--- src/rtl/speed_boost_ctrl.sv ---
// Speed power-up controller: stacks boost levels up to MAX_LEVEL, times each level in frames, decays one level per expiry.
// Optional sprite warning blink near final expiry is enabled by defining SPEED_BOOST_BLINK_EN.
module speed_boost_ctrl #(
  parameter int MAX_LEVEL       = 2,
  parameter int DURATION_FRAMES = 300,
  parameter int TIMER_W         = 10,
  parameter int WARN_FRAMES     = 60,
  parameter int BLINK_PERIOD    = 4
) (
  input  logic               clk,
  input  logic               resetN,
  input  logic               startOfFrame,
  input  logic               game_on,
  input  logic               powerup_pickup,
  input  logic               player_hit,
  output logic [1:0]         speed_level,
  output logic               boost_active,
  output logic [TIMER_W-1:0] frames_left,
  output logic               level_drop,
  output logic               speed_blink
);

  typedef enum logic [1:0] {IDLE_ST, NORMAL_ST, BOOST_ST, EXPIRE_ST} state_t;

  localparam logic [1:0]         MAX_LVL = 2'(MAX_LEVEL);
  localparam logic [TIMER_W-1:0] DUR     = TIMER_W'(DURATION_FRAMES);

  state_t             state, state_nxt;
  logic [1:0]         level, level_nxt, level_inc, level_dec;
  logic [TIMER_W-1:0] timer, timer_nxt;
  logic               drop_q, drop_nxt, boost_q;

  assign level_inc = (level >= MAX_LVL) ? MAX_LVL : level + 2'd1;
  assign level_dec = level - 2'd1;

  always_ff @(posedge clk or negedge resetN) begin
    if (!resetN) begin
      state   <= IDLE_ST;
      level   <= '0;
      timer   <= '0;
      drop_q  <= 1'b0;
      boost_q <= 1'b0;
    end else begin
      state   <= state_nxt;
      level   <= level_nxt;
      timer   <= timer_nxt;
      drop_q  <= drop_nxt;
      boost_q <= (level_nxt != 2'd0);
    end
  end

  always_comb begin
    state_nxt = state;
    level_nxt = level;
    timer_nxt = timer;
    drop_nxt  = 1'b0;
    if (!game_on) begin
      state_nxt = IDLE_ST;
      level_nxt = '0;
      timer_nxt = '0;
    end else begin
      case (state)
        IDLE_ST: begin
          state_nxt = NORMAL_ST;
          level_nxt = '0;
          timer_nxt = '0;
        end
        NORMAL_ST: begin
          if (!player_hit && powerup_pickup) begin
            state_nxt = BOOST_ST;
            level_nxt = 2'd1;
            timer_nxt = DUR;
          end
        end
        BOOST_ST: begin
          if (player_hit) begin
            state_nxt = NORMAL_ST;
            level_nxt = '0;
            timer_nxt = '0;
          end else if (powerup_pickup) begin
            // pickup beats an expiring frame tick in the same cycle
            level_nxt = level_inc;
            timer_nxt = DUR;
          end else if (startOfFrame) begin
            timer_nxt = timer - TIMER_W'(1);
            if (timer == TIMER_W'(1)) state_nxt = EXPIRE_ST;
          end
        end
        EXPIRE_ST: begin
          if (player_hit) begin
            state_nxt = NORMAL_ST;
            level_nxt = '0;
            timer_nxt = '0;
          end else begin
            drop_nxt = 1'b1;
            if (powerup_pickup) begin
              // decrement followed by pickup nets to the current level
              state_nxt = BOOST_ST;
              level_nxt = level;
              timer_nxt = DUR;
            end else if (level_dec != 2'd0) begin
              state_nxt = BOOST_ST;
              level_nxt = level_dec;
              timer_nxt = DUR;
            end else begin
              state_nxt = NORMAL_ST;
              level_nxt = '0;
              timer_nxt = '0;
            end
          end
        end
        default: begin
          state_nxt = IDLE_ST;
          level_nxt = '0;
          timer_nxt = '0;
        end
      endcase
    end
  end

  assign speed_level  = level;
  assign frames_left  = timer;
  assign boost_active = boost_q;
  assign level_drop   = drop_q;

`ifdef SPEED_BOOST_BLINK_EN
  localparam int DIV_W = (BLINK_PERIOD > 1) ? $clog2(BLINK_PERIOD) : 1;

  logic [DIV_W-1:0] div;
  logic             blink_q, blink_win;

  assign blink_win = game_on && !player_hit && (state == BOOST_ST) && (level == 2'd1) &&
                     (timer <= TIMER_W'(WARN_FRAMES));

  always_ff @(posedge clk or negedge resetN) begin
    if (!resetN) begin
      div     <= '0;
      blink_q <= 1'b0;
    end else if (!blink_win) begin
      div     <= '0;
      blink_q <= 1'b0;
    end else if (startOfFrame) begin
      if (div == DIV_W'(BLINK_PERIOD - 1)) begin
        div     <= '0;
        blink_q <= ~blink_q;
      end else begin
        div <= div + DIV_W'(1);
      end
    end
  end

  assign speed_blink = blink_q;
`else
  assign speed_blink = 1'b0;
`endif

endmodule

--- config.mk ---
export PLATFORM = sky130hd
export DESIGN_NAME = speed_boost_ctrl
export DESIGN_NICKNAME = d
export VERILOG_FILES = /design/src/rtl/speed_boost_ctrl.sv
export SDC_FILE = /design/constraint.sdc
export NUM_CORES = 1
export LEC_CHECK = 0
export ABC_AREA = 0
export ABC_CLOCK_PERIOD_IN_PS = 5200
export CORE_AREA = 2 2 66 52
export DETAILED_ROUTE_END_ITERATION = 10
export DIE_AREA = 0 0 68 54
export PLACE_DENSITY_LB_ADDON = 0.2
export RECOVER_POWER = 100
export SETUP_SLACK_MARGIN = 0.5
export SLEW_MARGIN = 15
export SYNTH_ARGS = -nofsm -noshare
export SYNTH_HDL_FRONTEND = slang
export SYNTH_SLANG_ARGS = --single-unit
--- constraint.sdc ---
create_clock -name clk -period 5.2 [get_ports clk]
set_input_delay 1.04 -clock clk [delete_from_list [all_inputs] [get_ports clk]]
set_output_delay 1.04 -clock clk [all_outputs]
set_load 0.01 [all_outputs]
== Word-level counts from Yosys, hierarchy flattened ==
Index checks and enable logic that the tools add are counted.
W data, S select, Z words.

* Register bits: 16
* Input bits: 6
* Output and inout port bits: 15
* Logic and storage cells: 56

* Add/subtract/negate cells: 3
* Order comparisons: 1
* Equality and inequality tests: 9
* Multiplexer cells: 31
* Reduce and logical (&&, ||, !) cells: 7

{| class="wikitable"
|+ Operator list
! kind !! count
|-
| $mux W10 || 5
|-
| $pmux W10 S4 || 1
|-
| $mux W2 || 17
|-
| $mux W9 || 3
|-
| $pmux W2 S4 || 2
|-
| $ne A4 B4 Y1 const B || 3
|-
| $eq A10 B1 Y1 const B || 1
|-
| $sub A10 B1 Y10 const B || 1
|-
| $ne A5 B5 Y1 const B || 1
|-
| $eq A2 B2 Y1 const B || 2
|-
| $reduce_and A4 Y1 || 1
|-
| $reduce_bool A2 Y1 || 2
|-
| $mux W1 || 3
|-
| $ne A3 B3 Y1 const B || 1
|-
| $add A2 B1 Y2 const B || 1
|-
| $eq A2 B1 Y1 const B || 1
|-
| $ge A2 B2 Y1 const B || 1
|-
| $logic_not A2 Y1 || 1
|-
| $reduce_and A2 Y1 || 1
|-
| $sub A2 B1 Y2 const B || 1
|-
| $logic_and A1 B1 Y1 || 1
|-
| $logic_not A1 Y1 || 1
|}

== Depth between registers and ports, before layout ==
* Word-level depth: 8
* Mapped depth: 6
* Gate-level depth less buffers: 6

== Worst setup path after synthesis ==
Ideal clock, no wire load.

* Kind: in2reg
* From: in powerup_pickup
* To: reg timer[5] (netlist: frames_left[5])
* Library setup time: 0.121 ns
* Arrival time: 2.233 ns
* Data required time: 5.079 ns
* Path slack: 2.845 ns
* Stages: 6
* Buffers on the path: 2
* Cells stage by stage: buf_2 nor4b_1 a32o_1 clkbuf_1 a21oi_1 o22a_1

* Cells in the longest elaborated chain, start to end: 4
* Elaborated cells between the ends (all ways): 10
* Classes of those cells: eq/ne (2); mux (6); reduce/logical (2)

{| class="wikitable"
|+ Ends and longest elaborated chain
! item !! RTL line !! RTL
|-
| start, declared || 14 || <nowiki>input logic powerup_pickup,</nowiki>
|-
| $mux W9 or $mux W10 (tied branches) || 96, 80 ||
|-
| $mux W9 or $mux W10 (tied branches) || 90, 76 ||
|-
| $pmux W10 S4 || 62 || <nowiki>case (state)</nowiki>
|-
| $mux W10 || 57 || <nowiki>if (!game_on) begin</nowiki>
|-
| end signal, assigned || 46 || <nowiki>timer <= timer_nxt;</nowiki>
|-
| end, declared || 30 || <nowiki>logic [TIMER_W-1:0] timer, timer_nxt;</nowiki>
|}

Parallel ways exist; a longest one is shown, timed or not.
A chain may end at the register's enable or synchronous reset.

== Final worst setup path ==
* From: in powerup_pickup
* To: reg timer[4] (netlist: frames_left[4])

The elaborated chain is that of the path after synthesis.

==> results.tsv <==
metric	value	unit
boundary pin count	21	
DR vias/cell	5.400	
Iteration-0 DRC Markers	46	
adder-cell share of the synthesized area	0.05828	
Post-synth EDFFs	0	
Chip Width	68	um
initial antenna violation count	0	
Slew HR	0.5019	
syn nets	134	
Max Buffers Root-to-Sink	2	
first-pass GRT wire length	4188	um
layout overhead on the synthesized area	24.94	%
Ys Warns	0	
number of fill cells	305	
status	complete, no violations	
Finish-stage setup viols	0	
Max-Cap Viols	0	
Net Sw Power	0.2137	mW
# hold bufs at CTS	0	
simple-gate share of the synthesized area	0.2739	
largest family of logic cells by synthesized area	simple AND/OR/NAND/NOR gates	
Resize count post-CTS	0	
met2 usage	0.2217	
CP Launch Type	input pin	
core footprint	3108	um^2
f_max	349.9	MHz
CP Capture Type	flop	
nets@finish	152	
compound-gate portion of the synthesized area	0.2284	
GR Util All Layers	0.1571	
setup repair bufs after CTS	0	
WHS	0.5775	ns
VDD IR max	0.1375	mV
count leader, synth	dfrtp_1	
prevailing post-synth register cell	dfrtp_1	
H-tree Lvls	1	
Post-Syn Instances	123	
Tcrit/Tclk final	0.5496	
Synth area leaders	dfrtp_1, ha_1, o21ai_0, a21oi_1, inv_1	
Cell Rows	18	
Yosys top cell area share	0.3730	
HPWL after detailed placement	1866	um
DIE HEIGHT	54	um
Max Slew Vio Count	0	
worst slew pin tran	0.7447	ns
Starting Density	0.3454	
CTS tree	done	
Final min period	2.858	ns
Port Buf Inserts	19	
sequential fraction of the synthesis area	0.3730	
GRT met3 Usage	0.04603	
TNS Setup	0	ns
sequential power share	0.366	
CP Cell Sequence	dlygate4sd3_1 -> nand2b_1 -> a32o_1 -> or3_2 -> a21oi_1	
Mapped Avg Cell Area	8.728	um^2
DRC Markers	0	
FF/Latch Area	400.4	um^2
CTS Root Buffer Type	clkbuf_8	
Worst-path clk slew	0.07	ns
worst min path class	flop to flop	
antenna cells	0	
Synth Area in XOR/XNOR	0	
Routability Congestion	0.8303	
Net Sw Frac	0.3831	
CP Max Fanout	14	
final wirelength	2525	um
final hold viol count	0	
grt ovf	0	
post-route ant nets	0	
power share of the clock group	0.201	
vias	972	
mux contribution to synthesized area	0.009324	
FF+latch count, synth	16	
clk_lat worst skew	0.25	ns
leading area contributor after synthesis	dfrtp_1	
synthesized area	1074	um^2
unrepaired setup endpoints after global routing	no	
Leak	0.6122	nW
synth unique cells	44	
Cell Int Power	0.3441	mW
Post-synth top cells	dfrtp_1, o21ai_0	
critical path type	input pin to flop	
worst path required time	5.38	ns
Multi-input gate area	615.6	um^2
skew final	0.004655	ns
pin count of the biggest net entering global routing	17	
M1 GR Usage	0.2282	
worst path arrival time	3.04	ns
clock buffer count from CTS	3	
largest stage delay on the critical path	0.74	ns
async set-reset flop share out of synthesis	1.000	
Die ar.	3672	um^2
layout cells sized above 1	0.07143	
drt wl/cell	14.03	um
combinational group share of total power	0.433	
vias in the first global route	829	
Sink Count	16	
Power Density	415.9	nW/um^2
slowest CP cell	dlygate4sd3_1	
GR peak layer	met1	
first-pass detailed-route iteration total	4	
==> per-stage QoR <==
step	setup slack, ns	instances	util	area [um^2]	total power [mW]
finish	2.342	180	0.4316	1341	0.5578
global placement	2.227	176	0.4138	1286	0.4540
detailed placement	2.168	176	0.4138	1286	0.4557
floorplan	2.845	123	-	1074	0.3636
CTS	2.428	180	0.4316	1341	0.5701
global route	2.198	180	0.4316	1341	0.6025
==> final timing paths <==
kind | start | endpoint | slack, ns | cells after the start
worst max register to register | frames_left[0] | frames_left[6] | 3.02 | 6
min in group asynchronous | resetN | speed_level[0] | 1.29 | 1
worst max-delay path | powerup_pickup | frames_left[4] | 2.34 | 5
max in group asynchronous | resetN | frames_left[8] | 3.44 | 1
worst min-delay path | frames_left[1] | frames_left[1] | 0.58 | 2
worst min register to register | frames_left[1] | frames_left[1] | 0.58 | 2
==> state kept, by name, indices dropped and copies added, names as in the netlist <==
register      cells
frames_left      10
state             2
boost_active      1
level_drop        1
speed_level       2
==> power groups by stage <==
stage               Clock, mW  Sequential [mW]  Combinational [mW]
floorplan                   0            0.197               0.166
global placement            0            0.204               0.250
detailed placement          0            0.206               0.250
CTS                     0.114            0.204               0.251
global route            0.120            0.213               0.269
finish                  0.112            0.204               0.241
==> per-layer routing <==
layer	wire length (um)	up-vias
met5	0	-
met4	31	0
met3	169	5
met2	1040	28
met1	1284	453
li1	-	486
==> logic make-up (layout without fill, tap and decap cells) <==
logic type,Yosys count,after routing
mux,1,1
simple gates,50,50
compound gates,36,36
other cells,1,1
flops,16,16
buf+inv,14,31
fa+ha+maj,5,5
==> worst max-delay path: cells and delay by family <==
family                 cells  cell delay (ns)
buffers and inverters      1             0.74
and+or+nand+nor            2             0.67
AOI/OAI and AO/OA          2             0.58
==> layout by cell type (no fill, tap or decap), types with 2 or more instances in the layout <==
cell	n
o22a_1	2
nand2_1	8
a21oi_1	8
nor4b_1	2
nand3b_1	2
or3_2	3
clkbuf_8	4
a31oi_1	4
nor3_1	4
nor2_1	8
nor2b_1	4
and2_1	2
a32o_1	2
inv_1	8
dlygate4sd3_1	18
nand2b_1	3
nand3_1	2
ha_1	5
o21ai_0	9
dfrtp_1	16
nor3b_1	2
or3_1	2
==> final cells by class <==
type                    count  area share
repair buffers             19      0.1418
inverters                   8     0.02239
clock buffers               4     0.04104
well taps                  40     0.03731
multi-input cells          93      0.4590
flip-flops and latches     16      0.2985
Note: power is estimated with default switching activity, not from simulation.
==> RTL edit 1: new RTL, config.mk and constraints unchanged <==
The parameter `TIMER_W` goes from 10 to 20.
--- a/src/rtl/speed_boost_ctrl.sv
+++ b/src/rtl/speed_boost_ctrl.sv
@@ -5,3 +5,3 @@
   parameter int DURATION_FRAMES = 300,
-  parameter int TIMER_W         = 10,
+  parameter int TIMER_W         = 20,
   parameter int WARN_FRAMES     = 60,
Ports: changed (resized frames_left); port bits go from 21 to 31. The function was not compared with the original's and may differ.
==> RTL edit 1 against the unedited design <==
  * Total power decreased by 1.4%
  * Clock skew rose by 0.91 ps
  * Design area grew 57%
  * Wire length up 78%
  * Highest routed layer unchanged
  * Sequential power up 16%
  * Cell count rose by 44%
  * Sequential cell count increased by 10
  * Critical path depth unchanged
  * Worst setup slack got worse by 590 ps
  * Synthesized area rose by 65%
==> RTL edit 1: results <==
[cells_and_area]
nNetsFinal = 232
largest_reg_flops = 20

[critical_path]
rrSetupSlack_ps = 2640
worstPathMaxFanout = 11
worst_r2r_endpoint = "frames_left[11]$_DFFE_PN0P_"
rr_startpoint = "state[1]$_DFFE_PN0P_"
arrival_ps = 3640
crit_path_start = "player_hit"

[global_route]
grt_pass1_wl_mm = 7.69
grt_pass1_vias = 1520
grt_max_degree = 27
grt.total_usage_pct = 28.4
antenna_found_initial = 0

[cts]
clkTransAtPathRegs_ps = 90
clk_latency_ps = 280

[drt]
first_pass_iters = 5
wl_met1_mm = 2.07
num_vias = 1704
routed-wl-met3_um = 274
drtIter0Drc = 174
wl_per_cell_um = 17.3

[placement]
io_buffers = 29
place_congestion = 0.920
placed_cell_area_mm2 = 0.00207

[timing]
finalWorstSetupSlack_ps = 1750
skew_ps = 5.57
hold_slack_ps = 566
tightest_slew_ps = 1420

[synth]
yosys.area_share.adder_pct = 3.54
avgSynthCellArea_um2 = 9.07
synth-seq-area-share_pct = 36.8
synth_compound_area_share_pct = 22.1
yosys-top-cells-count = "dfrtp_1 (26), a21oi_1 (16), nand2_1 (13), nand2b_1 (12), nand3_1 (9)"
synth_fp_nets = 206
ys_types = 50
synthTopCellsByArea = "dfrtp_1 (37%), a21oi_1 (4.5%), nand2b_1 (4.2%), ha_1 (3.5%), or4_1 (3.4%)"
synth_mux_area_share_pct = 2.83

[pwr]
vdd_drop_max_mv = 0.191

[hold_path]
hold_end = "frames_left[12]$_DFFE_PN0P_"

[status]
outcome = "completed"
## RTL edit 1: cell types whose count changed in the layout (fill, tap and decap cells not counted), sizes merged, moves of 4 or more
cell	delta
dfrtp	+10
nand3	+7
o21ai	-5
o31ai	+6
dlygate4sd3	+10
nand2b	+9
a21oi	+8
a31oi	-4
nand2	+5
a2111oi	+4
mux2i	+4
or4	+9
## RTL edit 1: report_power, final
part	internal, mW	leakage [nW]	total [mW]	switching (mW)
clock	0.0679	0.0288	0.134	0.0656
sequential	0.215	0.355	0.237	0.0219
combinational	0.0779	0.566	0.180	0.102
total	0.360	0.949	0.550	0.190
## RTL edit 1: kinds of logic (layout without fill, tap and decap cells)
family          Yosys count  in the layout
buf+inv                  17             42
other cells               1              1
flops                    26             26
mux                       5              5
fa+ha+maj                 5              5
compound gates           54             54
simple gates             87             87
## RTL edit 1: worst max-delay path, cell delays in order
cell and delay [ps]:
dlygate4sd3_1 680, or3b_1 500, a221oi_1 1070, nand2b_1 150, mux2i_1 200
## RTL edit 1: area by class of cell
cell class | instances | area [µm²]
Clock buffer | 4 | 55.1
Fill cell | 238 | 1000
Inverter | 8 | 30.0
Multi-Input combinational cell | 152 | 1030
Sequential cell | 26 | 651
Tap cell | 40 | 50.0
Timing Repair Buffer | 30 | 294
## RTL edit 1: per-layer routing
layer	up-vias	global-route usage, %
li1	798	-
met1	831	39.9
met2	70	45.1
met3	5	5.44
met4	0	7.00
met5	-	0
==> RTL edit 2: new RTL, same settings <==
Made on the original files. The 4 states of `state_t` get a one-hot encoding in 4 bits.
--- a/src/rtl/speed_boost_ctrl.sv
+++ b/src/rtl/speed_boost_ctrl.sv
@@ -22,3 +22,3 @@
 
-  typedef enum logic [1:0] {IDLE_ST, NORMAL_ST, BOOST_ST, EXPIRE_ST} state_t;
+  typedef enum logic [3:0] {IDLE_ST = 4'b0001, NORMAL_ST = 4'b0010, BOOST_ST = 4'b0100, EXPIRE_ST = 4'b1000} state_t;
 
Check against the original RTL: no difference found for any inputs over 10 cycles, from zero or initial values and one cycle with resetN low; not proved beyond that.
==> RTL edit 2 against the unedited design <==
  * Register-to-register slack got worse by 740 ps
  * Total power decreased by 27%
  * Sequential cell count increased by 2
  * Synthesized area increased by 27%
  * Wire length increased by 28%
  * Via count increased by 28%
  * Worst setup slack got worse by 810 ps
  * Design area increased by 18%
  * Largest cell class unchanged
  * Highest routed layer unchanged
==> RTL edit 2: results <==
[drt]
ant_nets = 0
vias_per_cell = 6.14
drc = 0
wl_per_cell_um = 15.9
first_pass_iters = 4
drtIter0Drc = 87

[cts]
cts_buffer_depth = 2
clockRootBuffer = "clkbuf_8"
post-cts-setup-buffer-count = 0
h-tree-depth = 1
clk_latency_ps = 260
cts_resized = 0
clkTransAtPathRegs_ps = 60
cts_inserted_buffers = 3

[global_route]
antenna_found_initial = 0
grt.total_usage_pct = 20.4
grt_pass1_wl_mm = 5.43
grt_max_degree = 19
grt_pass1_vias = 1128

[synth]
synthTopCellsByArea = "dfrtp_1 (31%), ha_1 (4.6%), o31ai_1 (2.8%), nor3_1 (2.6%), o21ai_0 (2.6%)"
yosys-top-cells-count = "dfrtp_1 (17), nor2_1 (9), inv_1 (7), nor3_1 (7), o21ai_0 (7)"
synth_fp_nets = 160
ys_types = 58
yosys_warnings = 0
synth-edff-count = 0
synth-seq-area-share_pct = 33.1
synthArstFlopShare_pct = 100

[critical_path]
worst_r2r_endpoint = "frames_left[1]$_DFFE_PN0P_"
r2r_cells = 4
arrival_ps = 3830
rrSetupSlack_ps = 2280
worstPathMaxFanout = 17
rr_startpoint = "state[2]$_DFFE_PN0P_"

[placement]
io_buffers = 19
dp_hpwl_mm = 2.34
dp_slack_ps = 2100
place_congestion = 0.804

[hold_path]
hold_start = "frames_left[9]$_DFFE_PN0P_"
hold_end = "frames_left[9]$_DFFE_PN0P_"
hp-class = "flop to flop"
worstHoldPathCells = 2

[timing]
skew_ps = 4.64
tightest_slew_ps = 1420

[cells_and_area]
nNetsFinal = 175
fillers = 275
final_layout_size_suffix_gt1_share_pct = 7.98
largest_reg_flops = 10
antenna_cells = 0

[status]
outcome = "completed"

[pwr]
internal_power_uw = 271
vdd_drop_max_mv = 0.112
power_leakage_nw = 0.694
==> RTL edit 2: changes by cell type after synthesis, sizes merged, moves of 3 or more <==
cell,before,now
a2111oi,0,3
or2,0,4
nor4,1,5
o22a,3,0
nand2,8,3
nor3,4,8
or3,5,2
or4b,1,4
o31ai,1,5
nand2b,3,6
a211o,0,3
==> RTL edit 2: power groups by stage <==
stage	registers [mW]	clock network [mW]	logic [mW]
after floorplan	0.163	0	0.109
after global placement	0.179	0	0.114
after detailed placement	0.180	0	0.117
after CTS	0.177	0.117	0.117
after global routing	0.181	0.124	0.127
final	0.178	0.114	0.113
==> RTL edit 2: worst max path at each step <==
stage,from,end,slack [ps],cells past startpoint
3_5_place_dp,powerup_pickup,frames_left[1]$_DFFE_PN0P_,2100,5
5_1_grt,powerup_pickup,frames_left[1]$_DFFE_PN0P_,1340,5
3_3_place_gp,powerup_pickup,frames_left[5]$_DFFE_PN0P_,2150,5
4_1_cts,powerup_pickup,frames_left[3]$_DFFE_PN0P_,2360,5
6_report,powerup_pickup,frames_left[1]$_DFFE_PN0P_,1540,5
2_1_floorplan,powerup_pickup,frames_left[5]$_DFFE_PN0P_,3020,4
==> RTL edit 2: metal layers <==
metal / GRT usage [%] / part of all wire, %
met2: 31.2 / 44
met3: 5.44 / 5.6
met5: 0 / 0
met4: 5.33 / 0.46
met1: 28.5 / 49
==> RTL edit 2: layout make-up <==
class / instances / share of cell area, %
tap: 40 / 3.17
inverter: 7 / 1.66
sequential: 18 / 28.6
clock buffer: 4 / 3.48
multi-input combinational: 115 / 51.1
timing repair buffer: 19 / 12.0
==> RTL edit 2: through the flow <==
step | total power, mW | util (%) | instance area [µm²] | hold slack [ps] | cells
detailed placement | 0.296 | 49.9 | 1550 | 598 | 199
finish | 0.406 | 50.8 | 1580 | 598 | 203
CTS | 0.412 | 51.7 | 1610 | 610 | 203
global route | 0.433 | 50.8 | 1580 | 631 | 203
global placement | 0.293 | 49.9 | 1550 | 581 | 199
floorplan | 0.271 | - | 1360 | 582 | 149
==> RTL edit 2: cells by family after synthesis <==
kind of cell,after synthesis,share of synthesized area [%]
compound gates,43,22.9
buf+inv,16,5.87
xor+xnor,2,1.28
mux,2,1.47
simple gates,62,30.5
fa+ha+maj,5,4.59
flops,18,33.1
other cells,1,0.275
==> RTL edit 2: worst max-delay path: stages <==
cell	delay, ps
dlygate4sd3_1	760
and2b_1	310
nor3_1	1120
nor2_1	290
a311oi_2	310
